<file path="config.mk">
export PLATFORM = sky130hd
export DESIGN_NAME = ccff_stream_loader
export DESIGN_NICKNAME = d
export VERILOG_FILES = /design/src/rtl/ccff_stream_loader.sv
export SDC_FILE = /design/constraint.sdc
export NUM_CORES = 1
export LEC_CHECK = 0
export CAP_MARGIN = 20
export CORE_ASPECT_RATIO = 0.9
export CORE_MARGIN = 1.5
export CORE_UTILIZATION = 55
export CTS_BUF_LIST = sky130_fd_sc_hd__clkbuf_4 sky130_fd_sc_hd__clkbuf_8
export CTS_CLUSTER_DIAMETER = 150
export DETAILED_ROUTE_END_ITERATION = 6
export PLACE_DENSITY = 0.87
export REMOVE_ABC_BUFFERS = 1
export SYNTH_ARGS = -nofsm -noshare
export SYNTH_HDL_FRONTEND = slang
export SYNTH_SLANG_ARGS = --single-unit
</file>
<file path="constraint.sdc">
create_clock -name prog_clk -period 5.28 [get_ports prog_clk]
set_input_delay 1.056 -clock prog_clk [delete_from_list [all_inputs] [get_ports prog_clk]]
set_output_delay 1.056 -clock prog_clk [all_outputs]
set_load 0.005 [all_outputs]
</file>
<file path="src/rtl/ccff_stream_loader.sv">
// Serialises valid/ready config words MSB-first onto ccff_head, one bit per prog_clk; first bit one cycle after transfer.
// Backpressure: cfg_ready only in LOAD or at a word boundary with chain bits remaining; underrun holds the chain.
module ccff_stream_loader #(
  parameter int WORD_WIDTH   = 8,
  parameter int CHAIN_LENGTH = 64,
  parameter int CNT_WIDTH    = 16
) (
  input  logic                  prog_clk,
  input  logic                  prog_reset,
  input  logic                  start,
  input  logic [WORD_WIDTH-1:0] cfg_word,
  input  logic                  cfg_valid,
  output logic                  cfg_ready,
  output logic                  ccff_head,
  output logic                  chain_shift_en,
  input  logic                  ccff_tail,
  output logic                  cfg_done,
  output logic                  busy,
  output logic [CNT_WIDTH-1:0]  bit_count
);

  localparam int IDX_W = $clog2(WORD_WIDTH);
  localparam logic [IDX_W-1:0]   LAST_IDX  = IDX_W'(WORD_WIDTH - 1);
  localparam logic [CNT_WIDTH:0] CHAIN_LEN = (CNT_WIDTH + 1)'(CHAIN_LENGTH);

  typedef enum logic [1:0] {IDLE, LOAD, SHIFT, DONE} state_t;

  state_t                state_q, state_d;
  logic [WORD_WIDTH-1:0] shreg_q, shreg_d;
  logic [IDX_W-1:0]      idx_q, idx_d, idx_dec;
  logic [CNT_WIDTH-1:0]  cnt_q, cnt_d;
  logic [CNT_WIDTH:0]    cnt_inc;
  logic                  head_q, head_d;
  logic                  shift_q, shift_d;
  logic                  done_q, done_d;
  logic                  busy_q, busy_d;
  logic                  last_bit, word_end, xfer;

  // The tail echo is not used by this loader's control path.
  logic unused_tail;
  assign unused_tail = ccff_tail;

  assign cnt_inc  = {1'b0, cnt_q} + (CNT_WIDTH + 1)'(1);
  assign idx_dec  = idx_q - IDX_W'(1);
  assign last_bit = (state_q == SHIFT) && (cnt_inc == CHAIN_LEN);
  assign word_end = (state_q == SHIFT) && (idx_q == '0) && !last_bit;

  assign cfg_ready = (state_q == LOAD) || word_end;
  assign xfer      = cfg_valid && cfg_ready;

  always_comb begin
    state_d = state_q;
    shreg_d = shreg_q;
    idx_d   = idx_q;
    cnt_d   = cnt_q;
    head_d  = 1'b0;
    shift_d = 1'b0;
    done_d  = 1'b0;
    case (state_q)
      IDLE: begin
        if (start) begin
          state_d = LOAD;
          cnt_d   = '0;
        end
      end
      LOAD: begin
        if (xfer) begin
          state_d = SHIFT;
          shreg_d = cfg_word;
          idx_d   = LAST_IDX;
          head_d  = cfg_word[WORD_WIDTH-1];
          shift_d = 1'b1;
        end
      end
      SHIFT: begin
        cnt_d = cnt_inc[CNT_WIDTH-1:0];
        // The chain-length limit wins over the word boundary: leftover bits are dropped.
        if (last_bit) begin
          state_d = DONE;
          done_d  = 1'b1;
        end else if (idx_q == '0) begin
          if (xfer) begin
            shreg_d = cfg_word;
            idx_d   = LAST_IDX;
            head_d  = cfg_word[WORD_WIDTH-1];
            shift_d = 1'b1;
          end else begin
            state_d = LOAD;
          end
        end else begin
          idx_d   = idx_dec;
          head_d  = shreg_q[idx_dec];
          shift_d = 1'b1;
        end
      end
      DONE: begin
        done_d = 1'b1;
        if (start) begin
          state_d = LOAD;
          cnt_d   = '0;
          done_d  = 1'b0;
        end
      end
      default: state_d = IDLE;
    endcase
    busy_d = (state_d == LOAD) || (state_d == SHIFT);
  end

  always_ff @(posedge prog_clk or negedge prog_reset) begin
    if (!prog_reset) begin
      state_q <= IDLE;
      shreg_q <= '0;
      idx_q   <= '0;
      cnt_q   <= '0;
      head_q  <= 1'b0;
      shift_q <= 1'b0;
      done_q  <= 1'b0;
      busy_q  <= 1'b0;
    end else begin
      state_q <= state_d;
      shreg_q <= shreg_d;
      idx_q   <= idx_d;
      cnt_q   <= cnt_d;
      head_q  <= head_d;
      shift_q <= shift_d;
      done_q  <= done_d;
      busy_q  <= busy_d;
    end
  end

  assign ccff_head      = head_q;
  assign chain_shift_en = shift_q;
  assign cfg_done       = done_q;
  assign busy           = busy_q;
  assign bit_count      = cnt_q;

endmodule

</file>
## After elaboration in Yosys (flattened, before gate mapping)

Cells that the tools add are included.

| storage, ports and cells | value |
|---|---|
| register bits after elaboration | 33 |
| word-level logic and storage cells | 64 |

| cells by class | value |
|---|---|
| add/subtract/negate cells | 2 |
| $lt $le $gt $ge | 1 |
| eq/ne operators | 9 |
| muxes and demuxes | 29 |
| reduce and logical (&&, ||, !) cells | 15 |

Operators with widths:

| operator | number |
|---|---|
| $pmux 16 s2 | 1 |
| $mux 8 | 3 |
| $add 16x1->17 const B | 1 |
| $eq 17x7->1 const B | 1 |
| $mux 16 | 1 |
| $pmux 8 s2 | 1 |
| $mux 2 | 5 |
| $mux 1 | 9 |
| $mux 3 | 3 |
| $eq 2x2->1 const B | 3 |
| $pmux 1 s2 | 3 |
| $pmux 2 s3 | 1 |
| $pmux 3 s2 | 1 |
| $eq 2x1->1 const B | 2 |
| $logic_and 1x1->1 | 4 |
| $lt 3x4->1 const B | 1 |
| $ne 2x1->1 const B | 2 |
| $reduce_and 2->1 | 2 |
| $reduce_bool 2->1 | 2 |
| $bmux 1 s3 | 1 |
| $logic_not 3->1 | 1 |
| $reduce_and 3->1 | 1 |
| $sub 3x1->3 const B | 1 |
| $logic_not 2->1 | 1 |
| other kinds (4) | 5 |

## Longest topological paths before layout

Gate-level depths: netlist of the first run.

| logic depth | value |
|---|---|
| word-level depth | 13 |
| depth in mapped cells | 10 |

## Worst setup path after synthesis of the first run

No wires, ideal clock.

| timing | value |
|---|---|
| path kind | reg2out |
| start | register cnt_q[0], in the netlist bit_count[0] |
| end | output port cfg_ready |
| data arrival time | 2179 ps |
| data required time | 4224 ps |
| setup slack | 2045 ps |
| cell stages (with the launch flop) | 10 |
| path through | dfrtp_1 > ha_1 > and3_1 > buf_2 > and3_1 > buf_2 > nand3_1 > o2111a_2 > a211oi_2 > or2_2 |

| between the ends | value |
|---|---|
| longest elaborated chain between the ends | 6 |

RTL lines:

| element | line | source |
|---|---|---|
| start, declared | 31 | `logic [CNT_WIDTH-1:0] cnt_q, cnt_d;` |
| start signal, assigned | 123 | `cnt_q <= cnt_d;` |
| $add 16x1->17 | 43 | `assign cnt_inc = {1'b0, cnt_q} + (CNT_WIDTH + 1)'(1);` |
| $eq 17x7->1 | 45 | `assign last_bit = (state_q == SHIFT) && (cnt_inc == CHAIN_LEN);` |
| $logic_and 1x1->1 | 45 |  |
| $logic_not 1->1 | 46 | `assign word_end = (state_q == SHIFT) && (idx_q == '0) && !last_bit;` |
| $logic_and 1x1->1 | 46 |  |
| $logic_or 1x1->1 | 48 | `assign cfg_ready = (state_q == LOAD) \|\| word_end;` |
| end, declared | 13 | `output logic cfg_ready,` |

Every way passes these cells.

## Worst setup path after layout of the first run

| timing | value |
|---|---|
| start | register cnt_q[1], in the netlist bit_count[1] |
| end | output port cfg_ready |

Same word-level chain as after synthesis.

==> results by group, run 1 <==
Outcome
  – Status: complete, no violations

Yosys
  – Sequential area share after synthesis: 39.3%
  – Post-Syn Instances: 215
  – Synth Area in Compound Gates: 21.4%
  – Simple-Gate Fraction of Synth Area: 16.8%
  – Syn_area_per_cell: 9.78 µm²
  – Synthesized flop and latch total: 33
  – Mapped cell area: 2100 µm²
  – Ys Warns: 0
  – Synth Area in Adders: 4.17%
  – XOR/XNOR Fraction of Synth Area: 4.58%
  – EDFF count, synth: 0
  – Main synth FF type: dfrtp_1
  – Post-synthesis mux area share: 8.87%
  – Ys async rst share: 100%
  – Post-synthesis cell type count: 51
  – Combinational family with the most area after synthesis: compound AO/OA/AOI/OAI gates

Clocking
  – Reg clk slew, reported paths: 0.06 ns
  – Clock sinks: 33
  – Clock root cell: clkbuf_8
  – Clock Path Buffers: 2
  – Setup bufs post-CTS: 0
  – # hold bufs at CTS: 0
  – CTS tree: built
  – H-tree depth reported by CTS: 2
  – # resized after CTS: 0
  – CTS buffer count: 5
  – Worst-Skew Late Latency: 0.29 ns

Critical path
  – Top cell by count, worst path: and3_1
  – Crit. End Element: primary output
  – Setup CP Type: reg2out
  – Startpoint types: register
  – Critical path's largest stage delay: 0.50 ns
  – RR Startpoint: bit_count[1]
  – Worst r2r path cells: 8
  – Worst EP required: 4.22 ns
  – Worst EP arrival: 3.22 ns
  – Critical path, cell by cell: ha_1, and3_1, and3_1, nand3_1, o2111a_2, a211oi_2, or2_2, clkdlybuf4s50_1
  – Slowest CP cell: dfrtp_1
  – CP Capture Point: cfg_ready
  – CP Max Fanout: 9
  – Worst Setup SP: bit_count[1]
  – R2R Path End: shreg_q[2]
  – Reg-to-reg slack, setup: 2.35 ns

STA
  – Worst slew pin tran: 0.722 ns
  – Tmin final: 4.28 ns
  – Tcrit/Tclk final: 81.1%
  – Final setup viols: 0
  – FMAX: 0.234 GHz
  – Final slew viol count: 0
  – RSZ-0062 raised after global routing: no
  – Setup ws final: 1.00 ns
  – Setup TNS: 0 ns
  – Worst slew margin: 51.7%
  – Clk_skew: 0.00812 ns
  – Final Hold Viols: 0

Placement
  – Pre-CTS setup slack: 1.34 ns
  – Cells after DPL: 280
  – IO buf count: 32
  – Routability cong.: 0.877
  – Final HPWL DP: 3040 µm

Global routing
  – Initial antenna violation count: 0
  – Tot GR Track Use: 22.4%
  – Largest net degree at the start of global routing: 34
  – Vias in the first global route: 1494
  – First-pass GRT wire length: 6980 µm
  – Gr ovfl total: 0

Flow run
  – Max Cap Violations: 0

Routing
  – WL/cell: 15.0 µm
  – Iteration-0 DRC Markers: 155
  – Final ANT Viol Nets: 0
  – Drt drc: 0
  – Post-Route WL: 4330 µm
  – DR pass1 iterations: 6
  – DR vias: 1754
  – Via density per instance: 6.07

Final layout
  – Final non-filler cell total: 289
  – Layout fillers: 311
  – Nets: 262
  – N_diodes: 0
  – Area Overhead vs Synth: 19.2%
  – Final Util: 68.1%
  – Layout cells sized above 1: 12.8%

Die
  – Initial Utilization: 57.1%
  – Core area: 3680 µm²
  – Die height: 61.7 µm
  – Ports: 34
  – Die X-Extent: 68.2 µm
  – Site Rows: 21
  – Die Area: 4200 µm²

Pwr
  – Peak supply drop: 0.261 mV
  – Leak: 0.00107 µW
  – Power Dens Cells: 405 nW/µm²

Min path
  – Worst hold-check path type: reg2reg
[registers in the layout, indices dropped and copies added (netlist names)]
register	cells
bit_count	16
state_q	2
ccff_head	1
chain_shift_en	1
shreg_q	8
idx_q	3
busy	1
cfg_done	1
[cell usage after synthesis, types with 2 or more instances]
cell / instances / area (µm²)
a31oi_1: 4 / 25.0
and3_1: 6 / 37.5
ha_1: 7 / 87.6
nand2b_1: 3 / 18.8
a21bo_2: 2 / 20.0
dfrtp_1: 33 / 826
or4_1: 2 / 15.0
buf_6: 2 / 22.5
nand2_1: 14 / 52.6
a21oi_1: 8 / 40.0
xnor2_1: 4 / 35.0
or3_1: 2 / 12.5
xor2_1: 7 / 61.3
mux2_4: 8 / 120
o22ai_1: 3 / 18.8
buf_2: 7 / 35.0
nor2b_1: 2 / 12.5
o31ai_1: 5 / 37.5
nor3_1: 3 / 15.0
o21ai_0: 26 / 130
mux4_2: 2 / 45.0
nand3_1: 10 / 50.1
nor2_1: 8 / 30.0
nand4_1: 7 / 43.8
and2_1: 4 / 25.0
clkbuf_1: 5 / 18.8
inv_1: 7 / 26.3
[worst min path at each step]
stage | startpoint | end | cells past startpoint
floorplan | shreg_q[1] | shreg_q[1] | 1
global placement | shreg_q[2] | shreg_q[2] | 1
detailed placement | shreg_q[2] | shreg_q[2] | 1
CTS | shreg_q[2] | shreg_q[2] | 1
global route | shreg_q[2] | shreg_q[2] | 1
finish | shreg_q[0] | shreg_q[0] | 1
[metal layers]
metal,vias to the layer above,share of wire [%],track usage [%]
met5,-,0,0
met2,59,47,33.8
met3,6,5.6,7.31
met4,0,0.62,4.00
met1,838,47,32.1
li1,851,-,-
[final cells by class]
type	count	area, µm²	share of cell area (%)
Clock inverter	2	10.0	0.400
Clock buffer	6	76.3	3.05
Inverter	7	26.3	1.05
Tap cell	46	57.6	2.30
Multi-Input combinational cell	161	1170	46.9
Sequential cell	33	826	33.0
Timing Repair Buffer	34	335	13.4
[critical path: cells and delay by family, from the launching register on]
kind                       cells  cell delay (ns)
buffers and inverters          1             0.48
AOI/OAI and AO/OA              2             0.66
DFF                            1             0.50
and+or+nand+nor                4             0.99
adders and majority gates      1             0.30
[cells in the final DEF (no fill, tap or decap), drive strengths merged, types with 7 or more instances in the layout]
| master | count |
|---|---|
| dfrtp | 33 |
| clkdlybuf4s50 | 32 |
| o21ai | 28 |
| nand2 | 14 |
| nand3 | 10 |
| a21oi | 9 |
| mux2 | 9 |
| nor2 | 8 |
| inv | 7 |
| nand4 | 7 |
| xor2 | 7 |
| ha | 7 |
[power by group]
| group | switching [µW] | internal [µW] | total [µW] |
|---|---|---|---|
| combinational | 213 | 236 | 450 |
| clock | 88.6 | 96.3 | 185 |
| sequential | 58.0 | 322 | 380 |
| total | 360 | 654 | 1010 |
[metrics by stage]
| stage | cell area, µm² | total power (µW) | hold WS, ns |
|---|---|---|---|
| final | 2500 | 1010 | 0.509 |
| after global routing | 2500 | 1090 | 0.518 |
| after CTS | 2500 | 1010 | 0.512 |
| after detailed placement | 2410 | 820 | 0.494 |
| after global placement | 2410 | 798 | 0.491 |
| after floorplan | 2030 | 683 | 0.476 |
[cells by family (layout without fill, tap and decap cells)]
group / Yosys count / after routing
AOI/OAI and AO/OA: 65 / 65
xor gates and xnor gates: 11 / 11
adders and majority gates: 7 / 7
buffers and inverters: 21 / 49
DFF: 33 / 33
muxes: 12 / 12
and+or+nand+nor: 66 / 66
No activity file was read; power rests on OpenSTA's default activity.
==> inputs of run 2 (changes only) <==
==> constraint.sdc (replaced) <==
create_clock -name prog_clk -period 4.1 [get_ports prog_clk]
set_input_delay 0.82 -clock prog_clk [delete_from_list [all_inputs] [get_ports prog_clk]]
set_output_delay 0.82 -clock prog_clk [all_outputs]
set_load 0.005 [all_outputs]
==> results by group, run 2 (same netlist as run 1, synthesis figures left out) <==
Min path
  – WHS Path Cells: 1 (unchanged)
  – Hold path endpoint: shreg_q[2]
  – Worst hold-check path type: reg2reg
  – Hold Crit Start: shreg_q[2]

Critical path
  – CP Max Fanout: 10 (+1)
  – Worst EP arrival: 3.08 ns (-0.14 ns)
  – Critical path, cell by cell: ha_1, and3_2, and3_1, nand3_1, o2111a_2, a211oi_4, or2_2, clkdlybuf4s50_1
  – Worst EP required: 3.28 ns (-0.94 ns)
  – Startpoint types: register
  – Crit. End Element: primary output
  – R2R Path End: shreg_q[2]
  – Setup CP Type: reg2out
  – CP delay by family, top: simple AND/OR/NAND/NOR gates
  – RR Startpoint: bit_count[0]
  – Reg-to-reg slack, setup: 1.32 ns (-1.03 ns)
  – CP bufs+invs: 1 (unchanged)
  – Critical path's largest stage delay: 0.49 ns (about the same)
  – Slowest CP cell: clkdlybuf4s50_1
  – Worst r2r path cells: 8 (unchanged)

Routing
  – DR vias: 1747 (-0.40%)
  – Iteration-0 DRC Markers: 245 (+58%)
  – Final ANT Viol Nets: 0 (unchanged)
  – DR pass1 iterations: 4 (-2)
  – WL/cell: 15.6 µm (+4.0%)
  – Post-Route WL: 4500 µm (+4.0%)
  – Drt drc: 0 (unchanged)
  – Via density per instance: 6.04 (-0.40%)

Pwr
  – Sequential Power Share: 37.4% (about the same)
  – Internal: 844 µW (+29%)
  – Switch share: 35.4% (-0.061 points)
  – Combinational Power Share: 44.2% (about the same)
  – Power Dens Cells: 520 nW/µm² (+28%)
  – Leak: 0.00107 µW (-0.23%)
  – Peak supply drop: 0.390 mV (+49%)
  – NetSw: 464 µW (+29%)
  – Clk network pwr share: 18.3% (about the same)

Global routing
  – Gr ovfl total: 0 (unchanged)
  – First-pass GRT wire length: 7360 µm (+5.4%)
  – Vias in the first global route: 1583 (+6.0%)
  – Tot GR Track Use: 23.7% (+1.2 points)
  – Largest net degree at the start of global routing: 34 (unchanged)
  – Initial antenna violation count: 0 (unchanged)

Die
  – Initial Utilization: 57.1% (unchanged)
  – Die Area: 4200 µm² (unchanged)
  – Site Rows: 21 (unchanged)
  – Die height: 61.7 µm (unchanged)
  – Core area: 3680 µm² (unchanged)
  – Die X-Extent: 68.2 µm (unchanged)
  – Ports: 34 (unchanged)

Final layout
  – Most common cell after layout, fill and taps aside: clkdlybuf4s50_1
  – Most frequent cells in the layout: clkdlybuf4s50_1, dfrtp_1, o21ai_0
  – Nets: 262 (unchanged)
  – Max FFs per register: 16 (unchanged)
  – Layout cells sized above 1: 14.0% (+1.2 points)
  – Multi-input logic area: 1180 µm² (+0.75%)
  – Register Area: 828 µm² (+0.30%)
  – Area Overhead vs Synth: 19.7%
  – Final non-filler cell total: 289 (unchanged)
  – N_diodes: 0 (unchanged)
  – Layout fillers: 306 (-1.6%)

Clocking
  – Clock Path Buffers: 2 (unchanged)
  – Reg clk slew, reported paths: 0.06 ns (about the same)
  – CTS buffer count: 5 (unchanged)
  – CTS tree: built
  – # hold bufs at CTS: 0 (unchanged)
  – Clock root cell: clkbuf_8
  – H-tree depth reported by CTS: 2 (unchanged)
  – Clock sinks: 33 (unchanged)
  – Worst-Skew Late Latency: 0.29 ns (about the same)

STA
  – Tmin final: 3.90 ns
  – Tcrit/Tclk final: 95.0%
  – Worst slew pin tran: 0.804 ns (+0.0825 ns)
  – Worst slew margin: 46.2% (-5.5 points)
  – Final slew viol count: 0 (unchanged)
  – Setup ws final: 0.203 ns (-0.797 ns)
  – Final setup viols: 0 (unchanged)
  – FMAX: 0.257 GHz
  – Setup TNS: 0 ns (unchanged)
  – Final Hold Viols: 0 (unchanged)
  – Clk_skew: 0.0103 ns (+0.00221 ns)
  – RSZ-0062 raised after global routing: no
  – Final hold slack: 0.505 ns (-0.00327 ns)

Placement
  – Final HPWL DP: 3080 µm (+1.3%)
  – Pre-CTS setup slack: 0.392 ns (-0.946 ns)
  – Routability cong.: 0.883 (+0.68%)
  – IO buf count: 32 (unchanged)
  – Cells after DPL: 280 (unchanged)

Outcome
  – Status: complete, no violations

Flow run
  – Max Cap Violations: 0 (unchanged)
==> run 2: cell counts in the layout (fill, tap and decap cells not counted) <==
Identical to the previous run, type by type.
==> run 2: metal layers <==
layer,vias to the layer above,global-route usage [%],share of wire [%]
met5,-,0,0
met4,0,8.29,2.0
met3,9,6.40,5.7
met2,72,35.0,47
met1,820,33.6,46
li1,846,-,-
==> run 2: power groups by stage <==
stage / clock network [µW] / registers [µW] / logic, µW
6_report: 240 / 489 / 579
5_1_grt: 263 / 504 / 642
4_1_cts: 242 / 488 / 566
3_3_place_gp: 0 / 489 / 539
2_1_floorplan: 0 / 476 / 404
3_5_place_dp: 0 / 493 / 563
==> run 2: worst max path at each step <==
stage,startpoint,end,cells after the start
floorplan,bit_count[0],cfg_ready,7
finish,bit_count[0],cfg_ready,8
global route,bit_count[0],cfg_ready,8
CTS,bit_count[0],cfg_ready,8
global placement,bit_count[0],cfg_ready,8
detailed placement,bit_count[0],cfg_ready,8
==> run 2: timing repair <==
action                     CTS  global route
gates resized for setup      0             4
buffers inserted             0             0
setup endpoints to repair    0             1
==> run 2: metrics by stage <==
stage	power (µW)	utilization [%]	cell area, µm²
floorplan	880	-	2030
finish	1310	68.4	2520
detailed placement	1060	65.5	2410
global placement	1030	65.5	2410
global route	1410	68.4	2520
CTS	1300	67.9	2500
==> run 2: worst register-to-register path: stages, from the launching register on <==
cell      delay (ns)
dfrtp_2         0.44
ha_1            0.27
and3_2          0.29
and3_1          0.29
nand3_1         0.20
o2111a_2        0.34
a211oi_4        0.31
o21ai_4         0.19
mux2_4          0.34
==> run 2: layout make-up <==
cell class | count | area share [%]
multi-input combinational | 161 | 47.0
sequential | 33 | 32.9
timing repair buffer | 34 | 13.3
clock buffer | 6 | 3.03
tap | 46 | 2.29
inverter | 7 | 1.04
clock inverter | 2 | 0.398
